[config.mk]
export PLATFORM = sky130hd
export DESIGN_NAME = serial_reg_master
export DESIGN_NICKNAME = d
export VERILOG_FILES = /design/src/rtl/serial_reg_master.sv
export SDC_FILE = /design/constraint.sdc
export NUM_CORES = 1
export LEC_CHECK = 0
export BUFFER_PORTS_ARGS = -buffer_cell sky130_fd_sc_hd__clkbuf_2
export CAP_MARGIN = 10
export CORE_MARGIN = 4
export CORE_UTILIZATION = 56
export DETAILED_ROUTE_END_ITERATION = 12
export HOLD_SLACK_MARGIN = 0.1
export PLACE_DENSITY = 0.86
export SLEW_MARGIN = 10
export SYNTH_ARGS = -nofsm -noshare
export SYNTH_HDL_FRONTEND = slang
export SYNTH_SLANG_ARGS = --single-unit
[constraint.sdc]
create_clock -name clk -period 2.75 [get_ports clk]
set_input_delay 0 -clock clk [delete_from_list [all_inputs] [get_ports clk]]
set_output_delay 0 -clock clk [all_outputs]
set_load 0.1 [all_outputs]
[src/rtl/serial_reg_master.sv]
// Byte-stream to 32-bit register-bus master: parses host frames from the buart rx side,
// runs one register transaction and streams the ACK/NAK or read-echo response back out.
module serial_reg_master #(
  parameter int unsigned BYTE_TIMEOUT = 1_000_000,
  parameter int unsigned BUS_TIMEOUT  = 255,
  parameter logic [7:0]  ACK_BYTE     = 8'hAC,
  parameter logic [7:0]  NAK_BYTE     = 8'hEE
) (
  input  logic        clk,
  input  logic        reset,
  input  logic        rx_valid,
  input  logic [7:0]  rx_data,
  output logic        rx_rd,
  input  logic        tx_busy,
  output logic        tx_wr,
  output logic [7:0]  tx_data,
  output logic [7:0]  reg_addr,
  output logic [31:0] reg_wdata,
  output logic        reg_wr,
  output logic        reg_rd,
  input  logic [31:0] reg_rdata,
  input  logic        reg_ack,
  output logic        busy,
  output logic        err_timeout,
  output logic [2:0]  dbg_state_o
);

  // Handshakes: a byte is taken when rx_valid=1 outside the two-cycle shadow of the previous
  // rx_rd pulse; a byte is sent by a one-cycle tx_wr only when tx_busy=0 and two cycles have
  // passed since the previous tx_wr; reg_wr/reg_rd stay high until reg_ack=1 or timeout.
  typedef enum logic [2:0] {
    S_IDLE     = 3'd0,
    S_GET_ADDR = 3'd1,
    S_GET_DATA = 3'd2,
    S_BUS_WR   = 3'd3,
    S_BUS_RD   = 3'd4,
    S_SEND     = 3'd5
  } state_t;

  localparam logic [19:0] BYTE_LAST = 20'(BYTE_TIMEOUT - 1);
  localparam logic [7:0]  BUS_LAST  = 8'(BUS_TIMEOUT - 1);

  state_t      state_q, state_d;
  logic [7:0]  cmd_q, cmd_d;
  logic [7:0]  addr_q, addr_d;
  logic [31:0] wdata_q, wdata_d;
  logic [31:0] rdata_q, rdata_d;
  logic [1:0]  idx_q, idx_d;
  logic        rx_rd_q, rx_rd_d;
  logic        rx_hold_q, rx_hold_d;
  logic [19:0] byte_cnt_q, byte_cnt_d;
  logic [7:0]  bus_cnt_q, bus_cnt_d;
  logic        reg_wr_q, reg_wr_d;
  logic        reg_rd_q, reg_rd_d;
  logic        nak_q, nak_d;
  logic        tx_wr_q, tx_wr_d;
  logic        tx_gap_q, tx_gap_d;
  logic [7:0]  tx_data_q, tx_data_d;
  logic [2:0]  tx_idx_q, tx_idx_d;
  logic        err_q, err_d;

  logic        rx_take;
  logic [2:0]  resp_len;
  logic [7:0]  resp_byte;

  always_comb begin
    resp_len  = (nak_q || !cmd_q[7]) ? 3'd1 : 3'd6;
    resp_byte = ACK_BYTE;
    if (nak_q) begin
      resp_byte = NAK_BYTE;
    end else if (cmd_q[7]) begin
      case (tx_idx_q)
        3'd0:    resp_byte = cmd_q;
        3'd1:    resp_byte = addr_q;
        3'd2:    resp_byte = rdata_q[7:0];
        3'd3:    resp_byte = rdata_q[15:8];
        3'd4:    resp_byte = rdata_q[23:16];
        default: resp_byte = rdata_q[31:24];
      endcase
    end
  end

  always_comb begin
    state_d    = state_q;
    cmd_d      = cmd_q;
    addr_d     = addr_q;
    wdata_d    = wdata_q;
    rdata_d    = rdata_q;
    idx_d      = idx_q;
    rx_rd_d    = 1'b0;
    rx_hold_d  = rx_rd_q;
    byte_cnt_d = byte_cnt_q;
    bus_cnt_d  = bus_cnt_q;
    reg_wr_d   = reg_wr_q;
    reg_rd_d   = reg_rd_q;
    nak_d      = nak_q;
    tx_wr_d    = 1'b0;
    tx_gap_d   = tx_wr_q;
    tx_data_d  = tx_data_q;
    tx_idx_d   = tx_idx_q;
    err_d      = 1'b0;
    // buart drops rx_valid one cycle after seeing rx_rd, so the stale flag is masked twice
    rx_take    = rx_valid && !rx_rd_q && !rx_hold_q;

    case (state_q)
      S_IDLE: begin
        if (rx_take) begin
          cmd_d      = rx_data;
          rx_rd_d    = 1'b1;
          byte_cnt_d = '0;
          state_d    = S_GET_ADDR;
        end
      end
      S_GET_ADDR: begin
        if (rx_take) begin
          addr_d     = rx_data;
          rx_rd_d    = 1'b1;
          byte_cnt_d = '0;
          idx_d      = '0;
          bus_cnt_d  = '0;
          state_d    = cmd_q[7] ? S_BUS_RD : S_GET_DATA;
        end else if (byte_cnt_q == BYTE_LAST) begin
          err_d   = 1'b1;
          state_d = S_IDLE;
        end else begin
          byte_cnt_d = byte_cnt_q + 20'd1;
        end
      end
      S_GET_DATA: begin
        if (rx_take) begin
          // little-endian: shifting in from the top leaves the first byte in [7:0]
          wdata_d    = {rx_data, wdata_q[31:8]};
          rx_rd_d    = 1'b1;
          byte_cnt_d = '0;
          idx_d      = idx_q + 2'd1;
          if (idx_q == 2'd3) begin
            state_d = S_BUS_WR;
          end
        end else if (byte_cnt_q == BYTE_LAST) begin
          err_d   = 1'b1;
          state_d = S_IDLE;
        end else begin
          byte_cnt_d = byte_cnt_q + 20'd1;
        end
      end
      S_BUS_WR, S_BUS_RD: begin
        if (!reg_wr_q && !reg_rd_q) begin
          reg_wr_d  = (state_q == S_BUS_WR);
          reg_rd_d  = (state_q == S_BUS_RD);
          bus_cnt_d = '0;
        end else if (reg_ack) begin
          reg_wr_d = 1'b0;
          reg_rd_d = 1'b0;
          rdata_d  = reg_rdata;
          nak_d    = 1'b0;
          tx_idx_d = '0;
          state_d  = S_SEND;
        end else if (bus_cnt_q == BUS_LAST) begin
          reg_wr_d = 1'b0;
          reg_rd_d = 1'b0;
          err_d    = 1'b1;
          nak_d    = 1'b1;
          tx_idx_d = '0;
          state_d  = S_SEND;
        end else begin
          bus_cnt_d = bus_cnt_q + 8'd1;
        end
      end
      S_SEND: begin
        if (!tx_wr_q && !tx_gap_q) begin
          if (tx_idx_q == resp_len) begin
            state_d = S_IDLE;
          end else if (!tx_busy) begin
            tx_wr_d   = 1'b1;
            tx_data_d = resp_byte;
            tx_idx_d  = tx_idx_q + 3'd1;
          end
        end
      end
      default: state_d = S_IDLE;
    endcase
  end

  always_ff @(posedge clk) begin
    if (reset) begin
      state_q    <= S_IDLE;
      cmd_q      <= '0;
      addr_q     <= '0;
      wdata_q    <= '0;
      rdata_q    <= '0;
      idx_q      <= '0;
      rx_rd_q    <= 1'b0;
      rx_hold_q  <= 1'b0;
      byte_cnt_q <= '0;
      bus_cnt_q  <= '0;
      reg_wr_q   <= 1'b0;
      reg_rd_q   <= 1'b0;
      nak_q      <= 1'b0;
      tx_wr_q    <= 1'b0;
      tx_gap_q   <= 1'b0;
      tx_data_q  <= '0;
      tx_idx_q   <= '0;
      err_q      <= 1'b0;
    end else begin
      state_q    <= state_d;
      cmd_q      <= cmd_d;
      addr_q     <= addr_d;
      wdata_q    <= wdata_d;
      rdata_q    <= rdata_d;
      idx_q      <= idx_d;
      rx_rd_q    <= rx_rd_d;
      rx_hold_q  <= rx_hold_d;
      byte_cnt_q <= byte_cnt_d;
      bus_cnt_q  <= bus_cnt_d;
      reg_wr_q   <= reg_wr_d;
      reg_rd_q   <= reg_rd_d;
      nak_q      <= nak_d;
      tx_wr_q    <= tx_wr_d;
      tx_gap_q   <= tx_gap_d;
      tx_data_q  <= tx_data_d;
      tx_idx_q   <= tx_idx_d;
      err_q      <= err_d;
    end
  end

  assign rx_rd       = rx_rd_q;
  assign tx_wr       = tx_wr_q;
  assign tx_data     = tx_data_q;
  assign reg_addr    = addr_q;
  assign reg_wdata   = wdata_q;
  assign reg_wr      = reg_wr_q;
  assign reg_rd      = reg_rd_q;
  assign busy        = (state_q != S_IDLE);
  assign err_timeout = err_q;
  assign dbg_state_o = state_q;

endmodule

==> reports/results.txt <==
CTS sink count: 132
Skew-Pair Late Insertion Delay: 0.52 ns
Synth top area share: 45.5%
Post-synth cell types: 63
PortBufs: 101
CTS Buf Count: 17
Initial Utilization: 58.4%
Fmax: 419 MHz
CP max FO: 34
Initial DRT Pass Iterations: 6
Post-Synth Adder-Cell Area: 1.94%
Setup TNS: 0 ns
#FFs+latches synth: 132
Post-Synth XOR/XNOR Area: 0.904%
Gp weighted congestion: 0.938
DR vias/cell: 6.02
Gr ovfl total: 0
Clock Skews: 0.00507 ns
Net Count, Synth: 773
Routed len/inst: 17.5 um
Routed Antenna Nets: 0
Share of layout cells above drive strength 1: 17.7%
Worst Hold Class: in2reg
Cell Pwr Density: 743 nW/um2
DIE HEIGHT: 110 um
Max-Cap Viols: 0
Worst EP arrival: 2.85 ns
Mapped cell area: 5810 um2
Number of global-route vias before repair: 6048
Place WS: 0.241 ns
First-pass GRT wire length: 28.7 mm
Seq/Total Area, Yosys: 45.5%
Simple-Gate Fraction of Synth Area: 24.5%
FFs w/ async S/R, synth: 0%
Primary FF master, synth: dfxtp_1
Outcome: completed
Final Hold Fails: 0
Cells after synthesis: 719
Peak VDD IR: 0.726 mV
Max_slew headroom: 40.1%
Mux contribution to synthesized area: 2.78%
Drc violations: 0
DP HPWL: 10.8 mm
RSZ-0062 raised after global routing: no
Main area contributors after synthesis: dfxtp_1, nand2_1, a21oi_1
Worst EP required: 3.21 ns
Clk root buf: clkbuf_8
Cell leakage power: 2.88 nW
Post-synth EDFFs: 0
CTS clk-pin slew, worst paths: 0.06 ns
Synth Warn #: 0
Drt total wl: 17.8 mm
Largest net degree at the start of global routing: 81
Ant. Diodes: 0
Fin nets: 923
Vias: 6112
H-tree levels: 4
Initial antenna violation count: 0
DIE AREA: 12100 um2
DR iter-0 viols: 602
Rows: 36
Tot GR Track Use: 30.3%
Post-synth top area cell: dfxtp_1
Clk buf depth: 2
Num ports: 102
Crit path capture type: register
Fillers: 621
CTS tree: done
Worst Setup Start Kind: register
Worst Max-Slew Pin Slew: 0.892 ns
Slew Limit Fails: 0
Crit path kind: reg2reg
Commonest cells post-synth: nand2_1, dfxtp_1, a21oi_1, nor2_1, clkbuf_1
Area delta synth->final: 30.7%
Die W: 110 um
Synth Area in Compound Gates: 20.3%
Final setup vio count: 0
Core Area: 9950 um2
Min Tclk post-route: 2.39 ns
Post-Syn Area per Cell: 8.08 um2
Post-route worst setup slack: 0.361 ns
Cell with the most instances after synthesis: nand2_1
Final period utilization: 86.9%
Main combinational cell family by area after synthesis: simple AND/OR/NAND/NOR gates
-- stage by stage --
stage	util, %	power, mW	instance area, um2	std cells	hold slack [ns]
CTS	76.3	5.61	7600	1015	0.249
finish	76.3	5.64	7600	1015	0.273
global route	76.3	5.86	7600	1015	0.269
floorplan	-	3.18	5810	719	0.136
detailed placement	64.2	3.46	6390	918	0.230
global placement	64.2	3.42	6390	918	0.223
-- layer usage --
layer	vias up	routed length (um)	GRT usage [%]
met5	-	0	0
met4	0	610	15.0
met3	66	1300	8.63
met2	306	8770	51.2
met1	2881	7100	35.0
li1	2859	-	-
-- flip-flops by register name (all words and copies together) (netlist names), 8 cells and up --
| register | count |
|---|---|
| reg_wdata | 32 |
| bus_cnt_q | 8 |
| reg_addr | 8 |
| tx_data | 8 |
| cmd_q | 8 |
| byte_cnt_q | 20 |
| rdata_q | 32 |
-- timing repair --
| action | in CTS | in global routing |
|---|---|---|
| buffers inserted | 0 | 0 |
| hold endpoints to repair | 70 | 0 |
| resized for setup | 0 | 1 |
| hold buffers | 65 | 0 |
| setup endpoints to repair | 0 | 10 |
-- report_power, final --
group / switching (mW) / leakage [nW] / internal, mW
sequential: 0.127 / 1.07 / 2.01
combinational: 0.992 / 1.54 / 0.398
clock: 0.810 / 0.276 / 1.31
total: 1.93 / 2.88 / 3.71
-- cell usage in the layout, fill, tap and decap left out, drive strengths merged, types with 8 or more instances in the layout --
cell type	count
dlygate4sd3	65
o21ai	15
nand4	11
or4	9
nor3	11
nand2	167
a211oi	8
o31ai	10
mux2i	15
nor4	8
dfxtp	132
a22oi	8
clkinv	9
clkbuf	122
nand3	13
nor2	48
ha	9
buf	14
inv	12
a21oi	99
-- final timing paths --
check                         startpoint  cells past startpoint  slack, ns                       end
max          dbg_state_o[1]$_SDFFE_PP0P_                      6       0.36  rdata_q[20]$_SDFFE_PP0P_
min reg2reg     rdata_q[15]$_SDFFE_PP0P_                      2       0.46  rdata_q[15]$_SDFFE_PP0P_
min                        reg_rdata[28]                      4       0.27  rdata_q[28]$_SDFFE_PP0P_
max reg2reg  dbg_state_o[1]$_SDFFE_PP0P_                      6       0.36  rdata_q[20]$_SDFFE_PP0P_
-- final cells by class --
type	count	area, um2	share of cell area (%)
clock buffers	22	443	5.83
clock inverters	10	108	1.42
inverters	13	48.8	0.642
multi-input cells	526	2930	38.6
flip-flops and latches	132	2640	34.8
well taps	133	166	2.19
repair buffers	179	1260	16.5
-- worst max-delay path, cell delays in order, from the launching register on --
cell	delay (ns)
dfxtp_1	0.42
or3b_1	0.48
a21oi_2	0.17
buf_4	0.37
nand2_1	0.10
a21oi_1	0.19
dlygate4sd3_1	0.59
-- kinds of logic (layout without fill, tap and decap cells) --
kind of cell               Yosys count  in the layout
and+or+nand+nor                    309            309
AOI/OAI and AO/OA                  186            186
DFF                                132            132
buffers and inverters               61            224
muxes                               16             16
adders and majority gates            9              9
xor gates and xnor gates             6              6
(Power assumes the default switching activity.)
